<file path="config.mk">
export PLATFORM = sky130hd
export DESIGN_NAME = generic_fifo_stream_drain_flat
export DESIGN_NICKNAME = d
export VERILOG_FILES = /design/src/rtl/generic_fifo_stream_drain_if.sv /design/src/rtl/generic_fifo_stream_drain.sv /design/src/flat_wrapper.sv
export SDC_FILE = /design/constraint.sdc
export NUM_CORES = 1
export LEC_CHECK = 0
export ABC_CLOCK_PERIOD_IN_PS = 4890
export CORE_ASPECT_RATIO = 0.7
export CORE_MARGIN = 3
export CORE_UTILIZATION = 49
export CTS_BUF_LIST = sky130_fd_sc_hd__clkbuf_8
export CTS_CLUSTER_DIAMETER = 200
export CTS_CLUSTER_SIZE = 16
export DETAILED_ROUTE_END_ITERATION = 8
export DONT_BUFFER_PORTS = 1
export SYNTH_ARGS = -nofsm -noshare
export SYNTH_HDL_FRONTEND = slang
export SYNTH_SLANG_ARGS = --single-unit
</file>
<file path="constraint.sdc">
create_clock -name clk -period 4.89 [get_ports clk]
set_clock_uncertainty 0.15 [all_clocks]
set_input_delay 0.978 -clock clk [delete_from_list [all_inputs] [get_ports clk]]
set_output_delay 0.978 -clock clk [all_outputs]
set_load 0.05 [all_outputs]
</file>
<file path="src/rtl/generic_fifo_stream_drain_if.sv">
// Read-port and output-stream signals of the FIFO drain stage.
// The master side is the drain; the slave side is the FIFO plus the downstream consumer.
interface generic_fifo_stream_drain_if #(
  parameter int unsigned DATA_WIDTH = 32
);
  logic                  fifo_empty;
  logic                  fifo_read;
  logic [DATA_WIDTH-1:0] fifo_read_data;
  logic                  out_valid;
  logic                  out_ready;
  logic [DATA_WIDTH-1:0] out_data;

  modport master (
    input  fifo_empty, fifo_read_data, out_ready,
    output fifo_read, out_valid, out_data
  );

  modport slave (
    output fifo_empty, fifo_read_data, out_ready,
    input  fifo_read, out_valid, out_data
  );
endinterface

</file>
<file path="src/rtl/generic_fifo_stream_drain.sv">
// Drains generic_fifo into a registered valid/ready stream.
// A 2-entry buffer hides the FIFO's one-cycle read latency and sustains 1 word/clk.
module generic_fifo_stream_drain #(
  parameter int unsigned DATA_WIDTH  = 32,
  parameter int unsigned COUNT_WIDTH = 16
) (
  input  logic                       clk,
  input  logic                       reset_poweron_n,
  input  logic                       clear,
  generic_fifo_stream_drain_if.master bus,
  output logic [COUNT_WIDTH-1:0]     xfer_count,
  output logic                       busy
);

  logic [DATA_WIDTH-1:0]  data_q [2];
  logic [DATA_WIDTH-1:0]  data_d [2];
  logic [1:0]             buf_cnt_q, buf_cnt_d;
  logic                   inflight_q, inflight_d;
  logic                   drop_q, drop_d;
  logic [COUNT_WIDTH-1:0] xfer_count_q, xfer_count_d;

  logic       pop;
  logic       cap;
  logic       overflow;
  logic [2:0] occ;

  always_comb begin
    pop           = (buf_cnt_q != 2'd0) & bus.out_ready;
    occ           = {1'b0, buf_cnt_q} + {2'b00, inflight_q};
    // Reads are issued only while buffered plus in-flight words, net of this pop, stay below 2.
    bus.fifo_read = reset_poweron_n & ~clear & ~bus.fifo_empty
                    & ((occ - {2'b00, pop}) < 3'd2);
    cap           = inflight_q & ~drop_q;

    data_d       = data_q;
    buf_cnt_d    = buf_cnt_q;
    overflow     = 1'b0;
    inflight_d   = bus.fifo_read;
    drop_d       = clear & inflight_q;
    xfer_count_d = xfer_count_q + COUNT_WIDTH'(pop);

    if (pop) begin
      data_d[0] = data_q[1];
      buf_cnt_d = buf_cnt_q - 2'd1;
    end
    // Capture lands at the tail left after any same-edge pop, keeping strict FIFO order.
    if (cap) begin
      if (buf_cnt_d == 2'd0) begin
        data_d[0] = bus.fifo_read_data;
      end else begin
        data_d[1] = bus.fifo_read_data;
      end
      overflow  = (buf_cnt_d == 2'd2);
      buf_cnt_d = buf_cnt_d + 2'd1;
    end

    if (clear) begin
      buf_cnt_d    = '0;
      xfer_count_d = '0;
    end
  end

  always_ff @(posedge clk) begin
    if (!reset_poweron_n) begin
      data_q[0]    <= '0;
      data_q[1]    <= '0;
      buf_cnt_q    <= '0;
      inflight_q   <= 1'b0;
      drop_q       <= 1'b0;
      xfer_count_q <= '0;
    end else begin
      data_q       <= data_d;
      buf_cnt_q    <= buf_cnt_d;
      inflight_q   <= inflight_d;
      drop_q       <= drop_d;
      xfer_count_q <= xfer_count_d;
    end
  end

  assign bus.out_valid = (buf_cnt_q != 2'd0);
  assign bus.out_data  = data_q[0];
  assign xfer_count    = xfer_count_q;
  assign busy          = (buf_cnt_q != 2'd0) | inflight_q;

  a_no_overflow: assert property (@(posedge clk) disable iff (!reset_poweron_n)
    !overflow && (buf_cnt_q <= 2'd2));

endmodule
</file>
<file path="src/flat_wrapper.sv">
// flat-port wrapper written by rule: the top's interface ports become plain ports
module generic_fifo_stream_drain_flat 
#(
  parameter int unsigned DATA_WIDTH  = 32,
  parameter int unsigned COUNT_WIDTH = 16
)
  (clk, reset_poweron_n, clear, xfer_count, busy, bus_fifo_empty, bus_fifo_read_data, bus_out_ready, bus_fifo_read, bus_out_valid, bus_out_data);
  generic_fifo_stream_drain_if #(.DATA_WIDTH(DATA_WIDTH)) bus_i ();
  input  logic clk;
  input  logic reset_poweron_n;
  input  logic clear;
  output logic [COUNT_WIDTH-1:0] xfer_count;
  output logic busy;
  input wire logic [$bits(bus_i.fifo_empty)-1:0] bus_fifo_empty;
  input wire logic [$bits(bus_i.fifo_read_data)-1:0] bus_fifo_read_data;
  input wire logic [$bits(bus_i.out_ready)-1:0] bus_out_ready;
  output wire logic [$bits(bus_i.fifo_read)-1:0] bus_fifo_read;
  output wire logic [$bits(bus_i.out_valid)-1:0] bus_out_valid;
  output wire logic [$bits(bus_i.out_data)-1:0] bus_out_data;
  assign bus_i.fifo_empty = bus_fifo_empty;
  assign bus_i.fifo_read_data = bus_fifo_read_data;
  assign bus_i.out_ready = bus_out_ready;
  assign bus_fifo_read = bus_i.fifo_read;
  assign bus_out_valid = bus_i.out_valid;
  assign bus_out_data = bus_i.out_data;
  generic_fifo_stream_drain #(.DATA_WIDTH(DATA_WIDTH), .COUNT_WIDTH(COUNT_WIDTH)) u_core (.clk(clk), .reset_poweron_n(reset_poweron_n), .clear(clear), .bus(bus_i), .xfer_count(xfer_count), .busy(busy));
endmodule
</file>
==> summary.md <==
* mean area per synthesized cell: 8.13 um^2
* Leak: 0.00121 uW
* sequential cell area fraction in the yosys report: 0.448
* run status: completed
* area after detailed placement: 0.00354 mm^2
* Max Slew Vio Count: 0
* worst reg-to-reg setup slack: 1.78 ns
* startpoint type of the worst setup path: flop
* arrival time worst endpoint: 2.73 ns
* detailed-routing iteration count for the pre-antenna-repair pass: 5
* overall die width: 111 um
* Die Span Y: 79.3 um
* DRC violation count after routing: 0
* fillers: 702
* count of port buffers added during placement: 0
* clock sinks: 84
* post-synthesis cell area: 0.00376 mm^2
* hold_ws: 0.307 ns
* global-route wire length before repair: 12900 um
* most common flop cell mapped by yosys: dfxtp_1
* total nets after synthesis: 504
* gpl congestion: 0.788
* area growth from synthesis to layout: -0.633%
* Clk pin slew, worst setup/hold paths: 0.08 ns
* number of failing setup endpoints in the final timing report: 0
* area of all sequential standard cells: 0.00168 mm^2
* required arrival time at the worst endpoint: 3.76 ns
* Total GRT Usage: 0.184
* Tmin final: 3.86 ns
* clock root cell: clkbuf_8
* Antenna Cells: 0
* highest ir drop seen on vdd: 0.000239 V
* number of distinct library cell variants in the gate-level netlist after synthesis: 40
* DR iter-0 viols: 212
* vias in the first global route: 2498
* gr ovfl total: 0
* CTS tree: built
* proportion of register bits with asynchronous set or reset after synthesis: 0
* Crit Path Class: flop to primary output
* number of buffers between clock root and the deepest sink: 2
* total of warnings raised by yosys: 0
* number of routed nets with antenna violations: 0
* number of resized instances in the post-cts repair step: 0
* vias after detailed routing: 2826
* endpoint class of the critical path: primary output
* clock insertion delay at the later pin of the skew report: 0.35 ns
* starting density of the core: 0.509
* aggregate routed wire length: 8020 um
* number of buffers added to fix hold violations after cts: 0
* multi-input gate area in the final layout: 0.00167 mm^2
* area of the die: 0.00877 mm^2
* depth of the CTS H-tree: 3
* Yosys reg bits: 84
* number of flops mapped to enable cells by yosys: 0
* pin slew with the least headroom to its limit: 1.16 ns
* depth of the most critical reg-to-reg path: 9
* type of the tightest min-delay check: flop to flop
* maximum number of pins on one net before global-route repair: 65
* final count of hold timing violations: 0
* Post-DP HPWL: 4930 um
* hold-critical path depth: 2
* largest driver fanout on the critical path: 35
* post-route standard cell area excluding fillers: 0.00373 mm^2
* Post-Syn Instances: 462
* fraction of layout instances using a drive strength above 1: 0.0714
* sum of negative setup slack: 0 ns
* Power Density: 360 mW/mm^2
* Maximum Capacitance Violations: 0
* period utilisation layout: 0.789
* count of pins on the block boundary: 88
* Cell Rows: 26
* number of buffers created by CTS: 9
* core area: 0.00738 mm^2
* nets: 457
* via count normalized by instance count: 5.46
* worst max-slew margin expressed relative to the limit: 0.230
* number of antenna violations at the first check in global routing: 0
* WL/cell: 15.5 um
* Post-CTS Setup Inserts: 0
* top achievable clock speed: 0.259 GHz
* unrepaired setup endpoints after global routing: false
[state kept, by name (all words and copies together) (netlist names)]
| name | cells |
|---|---|
| u_core.buf_cnt_q | 2 |
| u_core.bus.out_data | 32 |
| u_core.data_q | 32 |
| u_core.drop_q | 1 |
| u_core.inflight_q | 1 |
| u_core.xfer_count | 16 |
[placed cells by master (no fill, tap or decap), types with 2 or more instances in the layout]
cell type	count
a21oi_1	40
inv_1	5
clkinv_2	2
nand2b_1	7
ha_1	4
xor2_1	2
nand4_2	2
a311oi_1	32
o21ai_1	2
nor2_1	36
xnor2_1	3
clkinvlp_4	4
or4_1	3
nand2_1	138
or3_1	4
nor4_2	3
mux2i_1	4
nor2b_1	2
nand3_1	5
dfxtp_1	84
clkbuf_8	9
o21ai_0	2
o31ai_1	3
buf_4	5
and2_1	3
[worst max-delay path, stage by stage, from the launching register on]
cell	delay, ns
dfxtp_1	0.35
inv_1	0.11
ha_1	0.20
nand2b_2	0.15
buf_4	0.37
nor2_1	0.12
fa_1	0.42
xor2_1	0.17
nor4b_2	0.25
buf_4	0.24
[power breakdown]
part	leakage (uW)	total [uW]	switching (uW)	internal (uW)
Clock	0.0000887	483	250	233
Combinational	0.000436	78.6	52.8	25.8
Sequential	0.000680	783	77.5	705
Total	0.00121	1340	381	964
[metal layers]
metal,track usage,up-vias,share of wire
li1,-,1435,-
met1,0.236,1324,0.47
met2,0.279,59,0.44
met3,0.0853,8,0.078
met4,0.0554,0,0.0091
met5,0,-,0
[logic make-up (layout without fill, tap and decap cells)]
| logic type | count (synthesis) | after routing | synth area share |
|---|---|---|---|
| buf+inv | 69 | 27 | 0.111 |
| xor+xnor | 6 | 6 | 0.0177 |
| compound gates | 81 | 81 | 0.144 |
| fa+ha+maj | 5 | 5 | 0.0187 |
| flops | 84 | 84 | 0.448 |
| simple gates | 213 | 213 | 0.251 |
| mux | 4 | 4 | 0.0107 |
[synthesized netlist by cell type (2+ instances only)]
master    number  area (um^2)
nand2_1      138          518
dfxtp_1       84         1680
a21oi_1       40          200
nor2_1        36          135
buf_4         34          255
a311oi_1      32          280
buf_2         16         80.1
clkbuf_1       9         33.8
nand2b_1       8         50.1
nand3_1        5         25.0
ha_1           4         50.1
inv_1          4         15.0
mux2i_1        4         40.0
or3_1          4         25.0
and2_1         3         18.8
buf_1          3         11.3
nor4_2         3         37.5
o31ai_1        3         22.5
or4_1          3         22.5
xnor2_1        3         26.3
nand4_2        2         25.0
nor2b_1        2         12.5
nor4b_1        2         17.5
o21ai_0        2         10.0
o21ai_1        2         10.0
xor2_1         2         17.5
[final cells by class]
cell class,count,area share
tap,98,0.0329
clock buffer,9,0.0332
timing repair buffer,5,0.0101
sequential,84,0.451
inverter,6,0.00637
multi-input combinational,309,0.449
clock inverter,7,0.0184
[worst paths after layout]
| path | from | end |
|---|---|---|
| max reg2reg | u_core.buf_cnt_q[1] | u_core.data_q[13] |
| max | u_core.buf_cnt_q[1] | bus_fifo_read |
| min | u_core.data_q[30] | u_core.data_q[30] |
| min reg2reg | u_core.data_q[30] | u_core.data_q[30] |
[metrics by stage]
step,util,cells,total power [uW],worst slack [ns]
after floorplan,-,462,886,0.652
after global placement,0.479,502,877,1.17
after detailed placement,0.479,502,878,1.13
after global routing,0.505,518,1400,0.755
after CTS,0.505,518,1360,0.988
final,0.505,518,1340,1.03
(Power assumes the default switching activity.)
